**config.mk**
```make
export PLATFORM = sky130hd
export DESIGN_NAME = cla_nibble_seq_ctrl
export DESIGN_NICKNAME = d
export VERILOG_FILES = /design/src/rtl/cla_nibble_seq_ctrl.sv
export SDC_FILE = /design/constraint.sdc
export NUM_CORES = 1
export LEC_CHECK = 0
export ABC_CLOCK_PERIOD_IN_PS = 5040
export CORE_ASPECT_RATIO = 0.6
export CORE_UTILIZATION = 52
export CTS_CLUSTER_SIZE = 40
export DETAILED_ROUTE_END_ITERATION = 12
export GPL_ROUTABILITY_DRIVEN = 0
export GPL_TIMING_DRIVEN = 0
export PLACE_DENSITY = 0.85
export SKIP_CTS_REPAIR_TIMING = 1
export SYNTH_ARGS = -nofsm -noshare
export SYNTH_HDL_FRONTEND = slang
export SYNTH_SLANG_ARGS = --single-unit
```
**constraint.sdc**
```tcl
create_clock -name clk -period 5.04 [get_ports clk]
set_input_delay 1.512 -clock clk [delete_from_list [all_inputs] [get_ports clk]]
set_output_delay 1.512 -clock clk [all_outputs]
set_load 0.05 [all_outputs]
```
**src/rtl/cla_nibble_seq_ctrl.sv**
```systemverilog
// cla_nibble_seq_ctrl: performs WIDTH-bit additions through one external 4-bit
// carry-lookahead adder. Operands arrive over a valid/ready handshake. One
// nibble is processed per cycle, LSB nibble first, and the carry is chained
// between nibbles. The full sum/cout is then offered on a valid/ready output.
// Optional build macro: OVERFLOW_FLAG_EN adds the signed overflow output ovf.
module cla_nibble_seq_ctrl #(
  parameter int unsigned WIDTH = 16
) (
  input  logic             clk,
  input  logic             rst_n,
  input  logic             in_valid,
  output logic             in_ready,
  input  logic [WIDTH-1:0] a_in,
  input  logic [WIDTH-1:0] b_in,
  input  logic             cin_in,
  output logic             out_valid,
  input  logic             out_ready,
  output logic [WIDTH-1:0] sum,
  output logic             cout,
  output logic             busy,
  output logic [3:0]       add_a,
  output logic [3:0]       add_b,
  output logic             add_cin,
  input  logic [3:0]       add_s,
  input  logic             add_cout
`ifdef OVERFLOW_FLAG_EN
  ,
  output logic             ovf
`endif
);

  localparam int unsigned NIBBLES = WIDTH / 4;
  localparam int unsigned IDXW    = (NIBBLES > 1) ? $clog2(NIBBLES) : 1;
  localparam logic [IDXW-1:0] LAST_IDX = IDXW'(NIBBLES - 1);

  typedef enum logic [1:0] {
    S_IDLE = 2'd0,
    S_RUN  = 2'd1,
    S_DONE = 2'd2
  } state_t;

  state_t           r_state;
  logic [IDXW-1:0]  r_idx;
  logic             r_carry;
  logic [WIDTH-1:0] r_a;
  logic [WIDTH-1:0] r_b;
  logic [WIDTH-1:0] r_sum;
  logic             r_cout;
  logic             r_out_valid;
  logic             r_busy;
  logic             r_idle;
  logic [3:0]       w_add_a;
  logic [3:0]       w_add_b;
`ifdef OVERFLOW_FLAG_EN
  logic             r_ovf;
`endif

  // The idle flag resets to 1. It is gated with rst_n so that in_ready is low
  // while reset is held and rises as soon as reset releases.
  assign in_ready  = r_idle & rst_n;
  assign out_valid = r_out_valid;
  assign busy      = r_busy;
  assign sum       = r_sum;
  assign cout      = r_cout;
  assign add_a     = w_add_a;
  assign add_b     = w_add_b;
  assign add_cin   = (r_state == S_RUN) & r_carry;
`ifdef OVERFLOW_FLAG_EN
  assign ovf       = r_ovf;
`endif

  // Select the current operand nibbles for the adder (zero outside RUN)
  always_comb begin
    w_add_a = '0;
    w_add_b = '0;
    if (r_state == S_RUN) begin
      for (int unsigned n = 0; n < NIBBLES; n++) begin
        if (r_idx == IDXW'(n)) begin
          w_add_a = r_a[4*n +: 4];
          w_add_b = r_b[4*n +: 4];
        end
      end
    end
  end

  // Sequencer FSM: accept operands, step through the nibbles, hold the result
  always_ff @(posedge clk or negedge rst_n) begin
    if (!rst_n) begin
      r_state     <= S_IDLE;
      r_idx       <= '0;
      r_carry     <= 1'b0;
      r_a         <= '0;
      r_b         <= '0;
      r_sum       <= '0;
      r_cout      <= 1'b0;
      r_out_valid <= 1'b0;
      r_busy      <= 1'b0;
      r_idle      <= 1'b1;
`ifdef OVERFLOW_FLAG_EN
      r_ovf       <= 1'b0;
`endif
    end else begin
      case (r_state)
        S_IDLE: begin
          if (in_valid) begin
            r_a     <= a_in;
            r_b     <= b_in;
            r_carry <= cin_in;
            r_idx   <= '0;
            r_sum   <= '0;
            r_busy  <= 1'b1;
            r_idle  <= 1'b0;
            r_state <= S_RUN;
`ifdef OVERFLOW_FLAG_EN
            r_ovf   <= 1'b0;
`endif
          end
        end
        S_RUN: begin
          for (int unsigned n = 0; n < NIBBLES; n++) begin
            if (r_idx == IDXW'(n)) begin
              r_sum[4*n +: 4] <= add_s;
            end
          end
          r_carry <= add_cout;
          if (r_idx == LAST_IDX) begin
            r_idx       <= '0;
            r_cout      <= add_cout;
            r_out_valid <= 1'b1;
            r_state     <= S_DONE;
`ifdef OVERFLOW_FLAG_EN
            // Overflow: carry out of the MSB differs from the carry into it
            r_ovf       <= add_cout ^ (w_add_a[3] ^ w_add_b[3] ^ add_s[3]);
`endif
          end else begin
            r_idx <= r_idx + 1'b1;
          end
        end
        S_DONE: begin
          if (out_ready) begin
            r_out_valid <= 1'b0;
            r_busy      <= 1'b0;
            r_idle      <= 1'b1;
            r_state     <= S_IDLE;
          end
        end
        default: begin
          r_state <= S_IDLE;
        end
      endcase
    end
  end

endmodule
```
==> results.json, run 1 <==
{
  "status": "complete, no violations",
  "hp-class": "reg2reg",
  "post_drt_wl_per_cell_um": 17.72,
  "vias_per_cell": 5.730,
  "layout_min_cycle_time_ns": 4.774,
  "final_cells": 348,
  "tightest_slew_ns": 0.6397,
  "cts_made_buffers": 9,
  "cts_max_path_buffers": 2,
  "ys.warnings.count": 0,
  "grt_use_total_pct": 26.29,
  "placed_cell_area_um2": 3416,
  "drt_first_pass_iters": 4,
  "hold_viol": 0,
  "rsz0062_at_grt": "false",
  "dieWidth_um": 93.66,
  "hold_slack_ns": 0.4889,
  "hpwl_um": 4405,
  "start_kind": "input pin",
  "fin_skew_ns": 0.009621,
  "io_pins": 71,
  "slew_headroom_pct": 57.35,
  "powerDensity_nw_per_um2": 751.8,
  "routed_wl_um": 6165,
  "grt_pass1_wl_um": 10360,
  "p_total_mw": 2.715,
  "h-tree-depth": 3,
  "critical_path_arrival_ns": 3.26,
  "syn_area_per_cell_um2": 13.17,
  "finalSetupViolations": 0,
  "core_area_um2": 4707,
  "dp_cells": 333,
  "design.die.area_um2": 5338,
  "ir_drop_mv": 0.3921,
  "ys_async_sr_fraction_pct": 100.0,
  "synth_most_common_cell": "dfrtp_1",
  "yosysSeqAreaShare_pct": 54.46,
  "cts_tree": "done",
  "overflow": 0,
  "fin_nets": 327,
  "max_freq_ghz": 0.2095,
  "grt_pass1_vias": 2003,
  "leakage_nw": 1.541,
  "dr_total_vias": 1994,
  "synth_common_cells": "dfrtp_1, mux2_2, a22o_1",
  "netlist_instances": 199,
  "setup.worst_path.class": "in2out",
  "syn_nets": 245,
  "numPortBuffers": 70,
  "synth_area_um2": 2621,
  "ys.flop_type": "dfrtp_1",
  "synth-seq-cells": 57,
  "die_y_um": 57.00,
  "drtIter0Drc": 108,
  "cp.required_ns": 3.53,
  "clock_latency_ns": 0.33,
  "netlist_top_cells_area": "dfrtp_1, mux2_2, a22o_1",
  "area_growth_pct": 37.76,
  "final_max_slew_viol_count": 0,
  "synth_edf_count": 0,
  "initial_core_util_pct": 55.69,
  "clock-sinks": 57,
  "critPathMaxFanout": 32,
  "antenna_left": 0,
  "synthDistinctLibCells": 29,
  "route.detailed.drc": 0,
  "rows": 19,
  "synth_top_area_share_pct": 53.46,
  "synth_top_area_cell": "dfrtp_1",
  "n_antenna_cell": 0,
  "grt_max_degree": 33,
  "cts-root-buf": "clkbuf_8",
  "finish.utilization_pct": 76.71,
  "post-place-ws_ns": 0.2312,
  "min_period_over_period_pct": 94.73,
  "drive_gt1_share_pct": 21.05,
  "antenna_found_initial": 0,
  "setup_ws_ns": 0.2657,
  "critPathCaptureType": "primary output",
  "fin_tns_setup_ns": 0,
  "maxCapViolations": 0,
  "path_clk_slew_ns": 0.05,
  "stdcell_area_um2": 3611
}
[cells in the final DEF, fill, tap and decap left out, types with 6 or more instances in the layout]
| cell type | n |
|---|---|
| clkdlybuf4s50_1 | 69 |
| nor2b_1 | 6 |
| o21ai_0 | 6 |
| a221o_1 | 7 |
| dfrtp_1 | 56 |
| inv_1 | 9 |
| a22o_1 | 29 |
| nand2b_1 | 8 |
| a32o_1 | 8 |
| clkbuf_8 | 11 |
| mux2_2 | 32 |
[routing by layer]
layer | up-vias | share of wire (%) | global-route usage [%]
li1 | 914 | - | -
met1 | 1011 | 50 | 39.06
met2 | 63 | 43 | 37.82
met3 | 6 | 6.2 | 8.400
met4 | 0 | 0.41 | 6.374
met5 | - | 0 | 0
[final cells by class]
type | count | area [um^2]
repair buffers | 71 | 715.7
well taps | 63 | 78.83
clock inverters | 3 | 40.04
fillers | 310 | 1096
plain buffers | 12 | 75.07
multi-input cells | 121 | 1085
clock buffers | 12 | 155.1
flip-flops and latches | 57 | 1428
inverters | 9 | 33.78
[flip-flops by register name, summed over array words and instances (netlist names)]
signal,flops
r_idx,2
r_state,2
out_valid,1
r_a,16
busy,1
sum,16
r_idle,1
r_b,16
r_carry,1
cout,1
[final timing paths]
| path | from | depth (start not counted) | slack [ns] | endpoint |
|---|---|---|---|---|
| setup / recovery | rst_n | 4 | 0.27 | in_ready |
| hold / removal | r_b[11]$_DFFE_PN0P_ | 1 | 0.49 | r_b[11]$_DFFE_PN0P_ |
| setup reg to reg | r_idx[1]$_DFFE_PN0P_ | 6 | 3.27 | sum[4]$_DFFE_PN0P_ |
| hold reg to reg | r_b[11]$_DFFE_PN0P_ | 1 | 0.49 | r_b[11]$_DFFE_PN0P_ |
| max in group asynchronous | rst_n | 2 | 3.19 | r_idle$_DFFE_PN1P_ |
| min in group asynchronous | rst_n | 1 | 1.20 | sum[5]$_DFFE_PN0P_ |
[power breakdown]
part / internal [mW] / leakage, nW / switching [mW] / total [mW]
clock network: 0.251 / 0.102 / 0.170 / 0.421
registers: 0.677 / 0.696 / 0.138 / 0.815
logic: 0.637 / 0.743 / 0.841 / 1.48
[worst max-delay path, stage by stage]
cell             delay [ns]
buf_2                  0.50
buf_12                 0.28
and2_1                 0.15
clkdlybuf4s50_1        0.80
[cell families after synthesis]
logic type	after synthesis	share of synthesized area [%]
AO/OA/AOI/OAI	59	18.57
flip-flops	57	54.46
multiplexers	34	14.61
AND/OR/NAND/NOR	24	6.302
buffers and inverters	21	4.152
adder cells (fa/ha/maj)	4	1.909
(Power assumes the default switching activity.)
==> run 2: changes to the inputs <==
--- a/config.mk
+++ b/config.mk
@@ -13,6 +13,7 @@
 export GPL_ROUTABILITY_DRIVEN = 0
 export GPL_TIMING_DRIVEN = 0
 export PLACE_DENSITY = 0.85
+export RECOVER_POWER = 100
 export SKIP_CTS_REPAIR_TIMING = 1
 export SYNTH_ARGS = -nofsm -noshare
 export SYNTH_HDL_FRONTEND = slang
==> run 2 against run 1 <==
  * Count of clock-buffer cells in the layout is the same
  * Sequential cell count is the same
  * Wire length grew 1.1%
  * Critical path depth is the same
  * Global-route usage is the same
  * Final area shrank 0.97%
  * Utilization shrank 0.74 points
  * Setup slack lost 0.0086 ns
  * Fmax shrank 0.18%
  * Register-to-register slack lost 0.46 ns
==> results.json, run 2 (synthesis gave the netlist of run 1 again) <==
{
  "final_common_cell": "dfrtp_1",
  "slew_headroom_pct": 40.83,
  "fin_nets": 327,
  "p_total_mw": 2.650,
  "hold_viol": 0,
  "rsz0062_at_grt": "false",
  "fin_skew_ns": 0.008770,
  "post-place-ws_ns": 0.2312,
  "max_freq_ghz": 0.2091,
  "antenna_found_initial": 0,
  "drtIter0Drc": 114,
  "io_pins": 71,
  "drive_gt1_share_pct": 19.30,
  "vias_per_cell": 5.693,
  "hpwl_um": 4405,
  "critical_path.top_delay_family": "buffers and inverters",
  "route.detailed.drc": 0,
  "status": "complete, no violations",
  "p_sw_mw": 1.141,
  "grt_use_total_pct": 26.29,
  "finish.utilization_pct": 75.97,
  "powerDensity_nw_per_um2": 741.0,
  "most-common-layout-cells": "dfrtp_1, clkdlybuf4s50_1, mux2_2, dlygate4sd3_1, a22o_1",
  "n_antenna_cell": 0,
  "cts-root-buf": "clkbuf_8",
  "finalSetupViolations": 0,
  "area_growth_pct": 36.42,
  "routed_wl_um": 6230,
  "dp_cells": 333,
  "die_y_um": 57.00,
  "setup.worst_path.class": "in2out",
  "power_frac_comb_pct": 53.6,
  "hold_slack_ns": 0.4895,
  "final_cells": 348,
  "crit_buf_inv": 3,
  "cts_tree": "done",
  "overflow": 0,
  "cp.required_ns": 3.53,
  "clock-sinks": 57,
  "sw_frac_of_total_pct": 43.06,
  "final_max_slew_viol_count": 0,
  "p_seq_share_pct": 30.5,
  "critPathMaxFanout": 32,
  "grt_pass1_vias": 2003,
  "clock_latency_ns": 0.34,
  "tightest_slew_ns": 0.8856,
  "h-tree-depth": 3,
  "cts_max_path_buffers": 2,
  "layout_min_cycle_time_ns": 4.783,
  "leakage_nw": 1.581,
  "grt_max_degree": 33,
  "drt_first_pass_iters": 5,
  "clkPwrFrac_pct": 15.9,
  "min_period_over_period_pct": 94.90,
  "intPower_mw": 1.509,
  "ir_drop_mv": 0.3821,
  "numPortBuffers": 70,
  "max_stage_delay_ns": 0.80,
  "dr_total_vias": 1981,
  "cts_made_buffers": 9,
  "setup_ws_ns": 0.2572,
  "antenna_left": 0,
  "cp_slowest_cell": "clkdlybuf4s50_1",
  "dieWidth_um": 93.66,
  "design.die.area_um2": 5338,
  "path_clk_slew_ns": 0.05,
  "critical_path_arrival_ns": 3.27,
  "start_kind": "input pin",
  "rows": 19,
  "core_area_um2": 4707,
  "post_drt_wl_per_cell_um": 17.90,
  "path_cells": "buf_2, buf_12, and2_1, clkdlybuf4s50_1",
  "maxCapViolations": 0,
  "grt_pass1_wl_um": 10360,
  "hp-class": "reg2reg",
  "critPathCaptureType": "primary output",
  "initial_core_util_pct": 55.69
}
run 2: worst paths after layout:
kind	from	to	slack, ns	cells past startpoint
min in group asynchronous	rst_n	r_a[11]$_DFFE_PN0P_	1.20	1
min reg2reg	r_b[11]$_DFFE_PN0P_	r_b[11]$_DFFE_PN0P_	0.49	1
min	r_b[11]$_DFFE_PN0P_	r_b[11]$_DFFE_PN0P_	0.49	1
max reg2reg	r_state[0]$_DFFE_PN0P_	r_b[15]$_DFFE_PN0P_	2.81	3
max	rst_n	in_ready	0.26	4
max in group asynchronous	rst_n	r_idle$_DFFE_PN1P_	3.18	2
run 2: cell type report:
cell class                 count  area (um^2)
timing repair buffer          71        715.7
sequential                    57         1428
tap                           63        78.83
clock inverter                 3        40.04
inverter                       9        33.78
multi-input combinational    121         1074
buffer                        12        51.30
clock buffer                  12        155.1
fill                         316         1131
run 2: layer usage:
layer	track usage (%)	wire length, um	up-vias
li1	-	-	911
met1	39.06	3086	992
met2	37.82	2699	72
met3	8.400	408	6
met4	6.374	36	0
met5	0	0	-
run 2: power by group through the flow:
stage,clock network [mW],logic (mW),registers (mW)
4_1_cts,0.429,1.48,0.812
2_1_floorplan,0,0.862,0.983
3_3_place_gp,0,1.45,0.803
6_report,0.421,1.42,0.809
3_5_place_dp,0,1.47,0.817
5_1_grt,0.453,1.51,0.836
run 2: stage by stage:
stage               area (um^2)  setup TNS (ns)
floorplan                  2621               0
global placement           3401          -1.453
detailed placement         3416               0
CTS                        3611               0
global route               3576               0
finish                     3576               0
==> run 3: changes to the inputs <==
--- a/config.mk
+++ b/config.mk
@@ -7,7 +7,9 @@
 export LEC_CHECK = 0
 export ABC_CLOCK_PERIOD_IN_PS = 5040
 export CORE_ASPECT_RATIO = 0.6
+export CORE_MARGIN = 2
 export CORE_UTILIZATION = 52
+export CTS_BUF_LIST = sky130_fd_sc_hd__clkbuf_16
 export CTS_CLUSTER_SIZE = 40
 export DETAILED_ROUTE_END_ITERATION = 12
 export GPL_ROUTABILITY_DRIVEN = 0
==> run 3 against run 2 <==
  * Total power increased by 9.9%
  * Fmax hardly changed
  * Highest routed layer unchanged
  * Sequential cell count did not move
  * Critical path depth unchanged
  * Die area is 5.7% higher
  * Clock skew fell by 0.0027 ns
  * First-iteration DRC count rose by 7.0%
  * Via count rose by 2.5%
==> results.json, run 3 (synthesis gave the netlist of run 1 again) <==
{
  "ir_drop_mv": 0.3907,
  "core_area_um2": 4707,
  "io_pins": 71,
  "p_sw_mw": 1.176,
  "hold_viol": 0,
  "clock_latency_ns": 0.32,
  "clock-sinks": 57,
  "sw_frac_of_total_pct": 40.39,
  "initial_core_util_pct": 55.69,
  "placed_cell_area_um2": 3416,
  "setup.worst_path.class": "in2out",
  "drt_first_pass_iters": 4,
  "grt_pass1_vias": 2063,
  "slew_headroom_pct": 35.56,
  "cts_made_buffers": 9,
  "critPathCaptureType": "primary output",
  "r2r_setup_slack_ns": 2.76,
  "hold_slack_ns": 0.4851,
  "status": "complete, no violations",
  "p_seq_share_pct": 27.8,
  "fin_tns_setup_ns": 0,
  "post-place-ws_ns": 0.2356,
  "path_clk_slew_ns": 0.05,
  "route.detailed.drc": 0,
  "die_y_um": 59.00,
  "grt_max_degree": 32,
  "final_cells": 349,
  "cts_tree": "done",
  "critPathMaxFanout": 31,
  "intPower_mw": 1.736,
  "r2r_cells": 3,
  "design.die.area_um2": 5643,
  "drtIter0Drc": 122,
  "stdcell_area_um2": 3715,
  "antenna_left": 0,
  "cts-root-buf": "clkbuf_16",
  "grt_pass1_wl_um": 10360,
  "critical_path_arrival_ns": 3.27,
  "min_path_cells": 1,
  "final_common_cell": "dfrtp_1",
  "finalSetupViolations": 0,
  "powerDensity_nw_per_um2": 783.9,
  "vias_per_cell": 5.817,
  "reg2reg_from": "r_state[0]$_DFFE_PN0P_",
  "drive_gt1_share_pct": 19.58,
  "leakage_nw": 1.645,
  "clkPwrFrac_pct": 23.2,
  "final_max_slew_viol_count": 0,
  "maxCapViolations": 0,
  "dr_total_vias": 2030,
  "area_growth_pct": 41.72,
  "max_freq_ghz": 0.2089,
  "cts_max_path_buffers": 2,
  "n_antenna_cell": 0,
  "routed_wl_um": 6389,
  "worstHoldEndpoint": "r_b[11]$_DFFE_PN0P_",
  "cp.required_ns": 3.53,
  "overflow": 0,
  "layout_min_cycle_time_ns": 4.786,
  "dieWidth_um": 95.66,
  "rsz0062_at_grt": "false",
  "hpwl_um": 4474,
  "post_drt_wl_per_cell_um": 18.31,
  "h-tree-depth": 3,
  "max_stage_delay_ns": 0.80,
  "cp_slowest_cell": "clkdlybuf4s50_1",
  "tightest_slew_ns": 0.9645,
  "power_frac_comb_pct": 49.1,
  "path_cells": "buf_2, buf_12, and2_0, clkdlybuf4s50_1",
  "fin_nets": 327,
  "min_period_over_period_pct": 94.96,
  "start_kind": "input pin",
  "numPortBuffers": 70,
  "r2r-end": "r_a[10]$_DFFE_PN0P_",
  "setup_ws_ns": 0.2538,
  "rows": 19,
  "grt_use_total_pct": 25.22,
  "dp_cells": 333,
  "antenna_found_initial": 0,
  "fin_skew_ns": 0.006068,
  "hold_start": "r_b[11]$_DFFE_PN0P_",
  "most-common-layout-cells": "dfrtp_1, clkdlybuf4s50_1, mux2_2, dlygate4sd3_1, a22o_1",
  "hp-class": "reg2reg"
}
==> run 3: critical path, delay by kind of cell <==
family	cells	cell delay, ns
buffers and inverters	3	1.58
and+or+nand+nor	1	0.16
==> run 3: layer usage <==
layer	routed length, um	global-route usage [%]	vias up
met3	529	7.888	10
met1	3000	35.37	1007
met2	2812	38.66	95
li1	-	-	918
met4	47	6.735	0
met5	0	0	-
==> run 3: power groups by stage <==
stage | Combinational, mW | Sequential [mW] | Clock, mW
floorplan | 0.862 | 0.983 | 0
detailed placement | 1.47 | 0.815 | 0
finish | 1.43 | 0.809 | 0.675
global route | 1.52 | 0.832 | 0.704
global placement | 1.45 | 0.802 | 0
CTS | 1.49 | 0.811 | 0.684
==> run 3: per-stage QoR <==
stage	util [%]	power, mW
floorplan	-	1.845
global placement	72.25	2.250
detailed placement	72.57	2.285
CTS	79.67	2.987
global route	78.92	3.060
finish	78.92	2.912
==> run 3: area by class of cell <==
class	count	area, um^2
Inverter	9	33.78
Fill cell	291	992.2
Sequential cell	57	1428
Timing Repair Buffer	71	715.7
Clock buffer	9	225.2
Multi-Input combinational cell	121	1074
Clock inverter	7	108.9
Buffer	12	51.30
Tap cell	63	78.83
==> run 3: how the worst max path moves through the flow <==
stage                     start       end  slack (ns)  depth (start not counted)
after floorplan           rst_n  in_ready        1.61                          1
after global placement    rst_n  in_ready       -1.45                          3
after detailed placement  rst_n  in_ready        0.24                          4
after CTS                 rst_n  in_ready        0.22                          4
after global routing      rst_n  in_ready        0.05                          4
final                     rst_n  in_ready        0.25                          4
